## src/rtl/uart_pkg.sv

```systemverilog
// Shared UART definitions: receiver FSM encoding and default frame geometry
// used by both uart_rx and uart_tx.
package uart_pkg;

   typedef enum logic [1:0] {
      IDLE  = 2'b00,
      START = 2'b01,
      DATA  = 2'b10,
      STOP  = 2'b11
   } rx_state_t;

   localparam int DEFAULT_CLKS_PER_BIT = 16;
   localparam int DEFAULT_DATA_WIDTH   = 8;

endpackage

```

## src/rtl/sync_bit.sv

```systemverilog
// Multi-flop synchronizer for a single asynchronous input; resets to 1 so an
// idle-high line produces no spurious edge when reset releases.
module sync_bit #(
   parameter int STAGES = 2
) (
   input  logic clk,
   input  logic rst,
   input  logic d,
   output logic q
);

   logic [STAGES-1:0] chain;

   always_ff @(posedge clk or posedge rst) begin
      if (rst) chain <= '1;
      else     chain <= {chain[STAGES-2:0], d};
   end

   assign q = chain[STAGES-1];

endmodule

```

## src/rtl/uart_rx.sv

```systemverilog
// UART receiver: oversampled 8N1 frame recovery from ser_in, with a one-word
// valid/ready holding register plus frame-error and overrun pulses.
//
// state | meaning
// IDLE  | waiting for a fresh 1->0 edge on the synchronized line
// START | counting to mid start bit; a high sample there is a false start
// DATA  | sampling DATA_WIDTH bits at mid-bit, LSB first
// STOP  | sampling the stop bit and updating the output register
module uart_rx
   import uart_pkg::*;
#(
   parameter int DATA_WIDTH   = DEFAULT_DATA_WIDTH,
   parameter int CLKS_PER_BIT = DEFAULT_CLKS_PER_BIT,
   parameter int SYNC_STAGES  = 2
) (
   input  logic                  clk,
   input  logic                  rst,
   input  logic                  ser_in,
   output logic [DATA_WIDTH-1:0] rx_data,
   output logic                  rx_valid,
   input  logic                  rx_ready,
   output logic                  frame_err,
   output logic                  overrun,
   output logic                  busy
);

   localparam int CNT_W = $clog2(CLKS_PER_BIT);
   localparam int IDX_W = $clog2(DATA_WIDTH);

   localparam logic [CNT_W-1:0] CNT_HALF = CNT_W'(CLKS_PER_BIT / 2 - 1);
   localparam logic [CNT_W-1:0] CNT_FULL = CNT_W'(CLKS_PER_BIT - 1);
   localparam logic [IDX_W-1:0] IDX_LAST = IDX_W'(DATA_WIDTH - 1);

   logic                  s_rx;
   logic                  s_prev;
   rx_state_t             state;
   logic [CNT_W-1:0]      cnt;
   logic [IDX_W-1:0]      idx;
   logic [DATA_WIDTH-1:0] shift;

   sync_bit #(.STAGES(SYNC_STAGES)) u_sync (
      .clk (clk),
      .rst (rst),
      .d   (ser_in),
      .q   (s_rx)
   );

   always_ff @(posedge clk or posedge rst) begin
      if (rst) s_prev <= 1'b1;
      else     s_prev <= s_rx;
   end

   always_ff @(posedge clk or posedge rst) begin
      if (rst) begin
         state     <= IDLE;
         cnt       <= '0;
         idx       <= '0;
         shift     <= '0;
         rx_data   <= '0;
         rx_valid  <= 1'b0;
         frame_err <= 1'b0;
         overrun   <= 1'b0;
         busy      <= 1'b0;
      end else begin
         frame_err <= 1'b0;
         overrun   <= 1'b0;

         if (rx_valid && rx_ready)
            rx_valid <= 1'b0;

         unique case (state)
            IDLE: begin
               if (s_prev && !s_rx) begin
                  cnt   <= '0;
                  state <= START;
                  busy  <= 1'b1;
               end
            end

            START: begin
               if (cnt == CNT_HALF) begin
                  if (s_rx) begin
                     state <= IDLE;
                     busy  <= 1'b0;
                  end else begin
                     cnt   <= '0;
                     idx   <= '0;
                     state <= DATA;
                  end
               end else begin
                  cnt <= cnt + 1'b1;
               end
            end

            DATA: begin
               if (cnt == CNT_FULL) begin
                  cnt   <= '0;
                  shift <= {s_rx, shift[DATA_WIDTH-1:1]};
                  idx   <= idx + 1'b1;
                  if (idx == IDX_LAST)
                     state <= STOP;
               end else begin
                  cnt <= cnt + 1'b1;
               end
            end

            STOP: begin
               if (cnt == CNT_FULL) begin
                  cnt   <= '0;
                  state <= IDLE;
                  busy  <= 1'b0;
                  if (!s_rx) begin
                     frame_err <= 1'b1;
                  end else if (!rx_valid || rx_ready) begin
                     // A same-cycle accept frees the register for the new word.
                     rx_data  <= shift;
                     rx_valid <= 1'b1;
                  end else begin
                     overrun <= 1'b1;
                  end
               end else begin
                  cnt <= cnt + 1'b1;
               end
            end

            default: state <= IDLE;
         endcase
      end
   end

endmodule

```

## config.mk

```make
export PLATFORM = sky130hd
export DESIGN_NAME = uart_rx
export DESIGN_NICKNAME = d
export VERILOG_FILES = /design/src/rtl/uart_pkg.sv /design/src/rtl/sync_bit.sv /design/src/rtl/uart_rx.sv
export SDC_FILE = /design/constraint.sdc
export NUM_CORES = 1
export LEC_CHECK = 0
export BUFFER_PORTS_ARGS = -buffer_cell sky130_fd_sc_hd__clkbuf_2
export CAP_MARGIN = 20
export CORE_MARGIN = 2
export CORE_UTILIZATION = 61
export DETAILED_ROUTE_END_ITERATION = 10
export PLACE_DENSITY = 0.8
export SYNTH_ARGS = -nofsm -noshare
export SYNTH_HDL_FRONTEND = slang
export SYNTH_HIERARCHICAL = 1
export SYNTH_SLANG_ARGS = --single-unit
```

## constraint.sdc

```tcl
create_clock -name clk -period 2.7 [get_ports clk]
set_input_delay 0.54 -clock clk [delete_from_list [all_inputs] [get_ports clk]]
set_output_delay 0.54 -clock clk [all_outputs]
set_load 0.02 [all_outputs]
```

# Word level (Yosys, flattened, before mapping)
# Index checks and enable logic that the tools add are counted.
# totals
regBits	32
output_inout_bits	12
word_cells	75
# op_classes
addsub	2
n_eq_ne	14
n_mux	33
reduce_logical	15
# op_table
operator	n
2-to-1 mux 1 bit	16
2-to-1 mux 4 bit	4
2-to-1 mux 2 bit	6
inequality test 2 bit, second input constant	6
case mux 4 bit (3 select lines)	1
AND reduction 5 bit	2
2-to-1 mux 3 bit	3
case mux 2 bit (4 select lines)	1
AND reduction 4 bit	2
case mux 3 bit (2 select lines)	1
adder 4 x 1 -> 4 bit, second input constant	1
equality test 2 bit, second input constant	2
equality test 4 x 3 -> 1 bit, second input constant	1
equality test 4 bit, second input constant	1
AND reduction 2 bit	2
adder 3 x 1 -> 3 bit, second input constant	1
equality test 3 bit, second input constant	1
inequality test 3 bit, second input constant	1
case mux 1 bit (3 select lines)	1
nonzero test 3 bit	1
equality test 2 x 1 -> 1 bit, second input constant	1
logical AND 1 bit	2
zero test 1 bit	2
zero test 2 bit	1
other kinds (4)	4

# Depth between registers and ports, before layout
# depth
depth_word	6
mapped_depth	5

# Hierarchy
# Netlist, hierarchy kept.
# modules_own_cells
mod	instances	cells_per_inst	area_per_inst_um2	seq_area_each_um2
uart_rx	1	109	1403.8	752.0
sync_bit	1	3	56.3	52.6

# Least setup slack after synthesis
# Ideal clock, no wire load.
# synth_path
kind	reg-to-reg
startpoint	register cnt[0]
endpoint	register rx_data[0]
setup_ps	125
arrival_ps	1505
t_required_ps	2575
setup_slack_ps	1070
path_stages_with_launch	6
n_path_buf	1
period_less_slack_ps	1630
cell_sequence	dfrtp_1 > ha_1 > and4_4 > and4_4 > buf_12 > mux2_4
# synth_between
elab_chain_cells	2
# synth_rtl
item	line_no	text
from (decl)	uart_rx.sv:37	logic [CNT_W-1:0] cnt;
from (signal assigned)	uart_rx.sv:91	cnt <= cnt + 1'b1;
from (signal assigned)	uart_rx.sv:103	cnt <= cnt + 1'b1;
from (signal assigned)	uart_rx.sv:122	cnt <= cnt + 1'b1;
equality test 4 bit	uart_rx.sv:108	if (cnt == CNT_FULL) begin
AND reduction 4 bit (no source line)	n/a	
to (signal assigned)	uart_rx.sv:116	rx_data <= shift;
to (decl)	uart_rx.sv:19	output logic [DATA_WIDTH-1:0] rx_data,
# Every way passes these cells.
# A chain may end at the register's enable or synchronous reset.

# Worst setup path after layout
# layout_path
startpoint	register cnt[0]
endpoint	register rx_data[1]
# The elaborated chain is that of the path after synthesis.

==> impl_metrics.ini <==
[layout]
layout-drive-gt1-share_pct = 38.8
area_growth_pct = 11.2
fin_nets = 135
antenna_cells = 0

[sta]
hold_violations = 0
final_max_slew_viol_count = 0
fin_crit_ns = 1.72
period_share_pct = 63.9
finalSetupTns_ns = 0
max_freq_mhz = 580
max_slew_margin_pct = 70.3
worst_slack_ns = 0.976
worst_clock_skew_ns = 0.00828
rsz0062_at_grt = false
worst_slew_pin_slew_ns = 0.445
finalSetupViolations = 0

[cts]
clock-root-buffer = clkbuf_4
clk_pin_slew_ns = 0.10
htreeDepth = 2
clkLatencyLatePin_ns = 0.33
cts.sinks = 32
numCtsBuffers = 5
cts_buffer_depth = 2
cts_tree = done
cts_setup_buffers = 0
post_cts_resized = 0
holdBufCountCts = 0

[power_and_ir_drop]
power_mw = 1.34
switching_share_pct = 30.4
p_sw_mw = 0.407
power_density_mw_per_mm2 = 823
clockPowerShare_pct = 30.2
comb_power_share_pct = 20.5
p_leak_nw = 0.828
irDropWorstVdd_mv = 0.726
intPower_mw = 0.930
seqPwrFrac_pct = 49.3

[critical_path]
slowest_delay_ns = 0.39
cp_common_cell = and4_4
timing.critical_path.to_type = flop
worstPathCellList = ha_1 > and4_4 > and4_4 > mux2_4
critPathSlowestCell = dfrtp_1
critPathRequiredTime_ns = 2.92
crit_type = flop to flop
start_kind = flop
cp_max_fo = 8
arrival_ns = 1.94
path_buf_inv = 0
critical_path.top_delay_family = simple AND/OR/NAND/NOR gates

[synth]
synth-seq-cells = 32
netlist_area_mm2 = 0.00146
ys_seq_area_share_pct = 55.1
synth-edff-count = 0
synthArstFlopShare_pct = 100
ys_types = 40
synth_common_cells = dfrtp_1, mux2_2, mux2_4, inv_1
synth_most_common_cell = dfrtp_1
syn_inst = 112
synthTopCellsByArea = dfrtp_1, mux2_4, mux2_2, dfstp_2, ha_1
syn_area_per_cell_um2 = 13.0
syn_nets = 119
synth_top_cell_area_share_pct = 49.7
synth_top_area_cell = dfrtp_1
ys_dominant_reg_cell = dfrtp_1
yosysWarnings = 6

[route]
drc_errors = 0
drt-total-wl_um = 2320
first_pass_iters = 4
first_iter_violations = 11
wire_per_inst_um = 14.8
vias_per_cell = 5.64
ant_nets = 0
vias = 885

[floorplan]
fp.coreArea_mm2 = 0.00223
dieArea_mm2 = 0.00280
die_w_um = 52.9
placementRows = 17
die_h_um = 52.9
start_util_pct = 65.4
io_pins = 16

[place]
portBuffers = 15
place.gp.congestion = 0.796
dpl.hpwl_um = 1670
dp_slack_ns = 0.991

[global_routing]
grt_usage_pct = 20.9
grt-ovfl-total = 0
grt_pass1_wl_um = 4030
grt_max_degree = 31
first_global_vias = 819
antenna_found_initial = 0

[run_status]
status = finished, final reports clean

[min_path]
hold_class = primary input to async pin

[run]
maxCapViolations = 0
-- layer usage --
metal / track usage (%) / part of all wire, % / up-vias
met2: 29.2 / 48 / 23
met5: 0 / 0 / -
met4: 7.69 / 1.5 / 0
met1: 29.3 / 45 / 426
li1: - / - / 432
met3: 8.47 / 5.2 / 4
-- cells in the final DEF (no fill, tap or decap), types with 2 or more instances in the layout --
cell type / netlist / routed
buf_4: 1 / 2
nand2_1: 3 / 3
a22o_1: 2 / 2
o21ai_0: 2 / 2
ha_1: 3 / 3
clkbuf_4: 0 / 5
nor2b_1: 2 / 2
nand3_1: 3 / 3
mux2_2: 9 / 9
dfstp_2: 3 / 3
mux2_4: 8 / 8
nand2b_1: 2 / 2
nor4b_1: 2 / 2
inv_1: 6 / 6
dfrtp_1: 29 / 29
nor2_1: 4 / 4
and4_4: 2 / 2
a31oi_1: 4 / 4
clkbuf_8: 0 / 2
clkbuf_2: 1 / 15
mux2i_1: 2 / 2
-- worst paths after layout --
| kind | depth (start not counted) | to | slack (ns) | start |
|---|---|---|---|---|
| worst max-delay path | 4 | rx_data[1] | 0.98 | cnt[0] |
| worst min-delay path | 2 | u_sync/chain[1] | 0.20 | rst |
| worst max register to register | 4 | rx_data[1] | 0.98 | cnt[0] |
| worst min register to register | 0 | u_sync/chain[1] | 0.36 | u_sync/chain[0] |
| max in group asynchronous | 3 | s_prev | 2.15 | rst |
| min in group clk | 1 | u_sync/chain[0] | 0.29 | ser_in |
-- registers in the layout (all words and copies together) (netlist names), named ones only --
name	cells
shift	8
s_prev	1
cnt	4
frame_err	1
state	1
u_sync/chain	2
busy	1
idx	3
rx_data	8
overrun	1
rx_valid	1
-- layout make-up --
cell class / count / area [um^2]
timing repair buffer: 17 / 90.1
sequential: 32 / 805
tap: 28 / 35.0
fill: 158 / 609
multi-input combinational: 66 / 577
clock inverter: 1 / 30.0
inverter: 6 / 22.5
clock buffer: 7 / 65.1
-- worst reg2reg max path: cells and delay by family (launching register included) --
kind                     cells  cell delay [ns]
AND/OR/NAND/NOR              2             0.61
adder cells (fa/ha/maj)      1             0.30
flip-flops                   1             0.39
multiplexers                 1             0.32
-- metrics by stage --
step | hold WS (ns) | utilization, % | cell area, um^2 | instances
finish | 0.199 | 72.7 | 1620 | 157
global route | 0.216 | 72.7 | 1620 | 157
CTS | 0.183 | 72.7 | 1620 | 157
detailed placement | 0.348 | 68.5 | 1530 | 149
global placement | 0.351 | 68.5 | 1530 | 149
floorplan | 0.345 | - | 1460 | 112
-- logic make-up (layout without fill, tap and decap cells) --
| logic type | after synthesis | count (layout) | share of synthesized area (%) |
|---|---|---|---|
| DFF | 32 | 32 | 55.1 |
| AOI/OAI and AO/OA | 16 | 16 | 8.06 |
| buffers and inverters | 14 | 31 | 5.40 |
| adders and majority gates | 3 | 3 | 2.57 |
| and+or+nand+nor | 28 | 28 | 12.3 |
| muxes | 19 | 19 | 16.5 |
-- power by group through the flow --
stage               Sequential [mW]  Clock [mW]  Combinational [mW]
floorplan                     0.606           0               0.283
global placement              0.661           0               0.262
detailed placement            0.666           0               0.277
CTS                           0.657       0.417               0.277
global route                  0.679       0.437               0.303
finish                        0.660       0.404               0.273
Note: power is estimated with default switching activity, not from simulation.
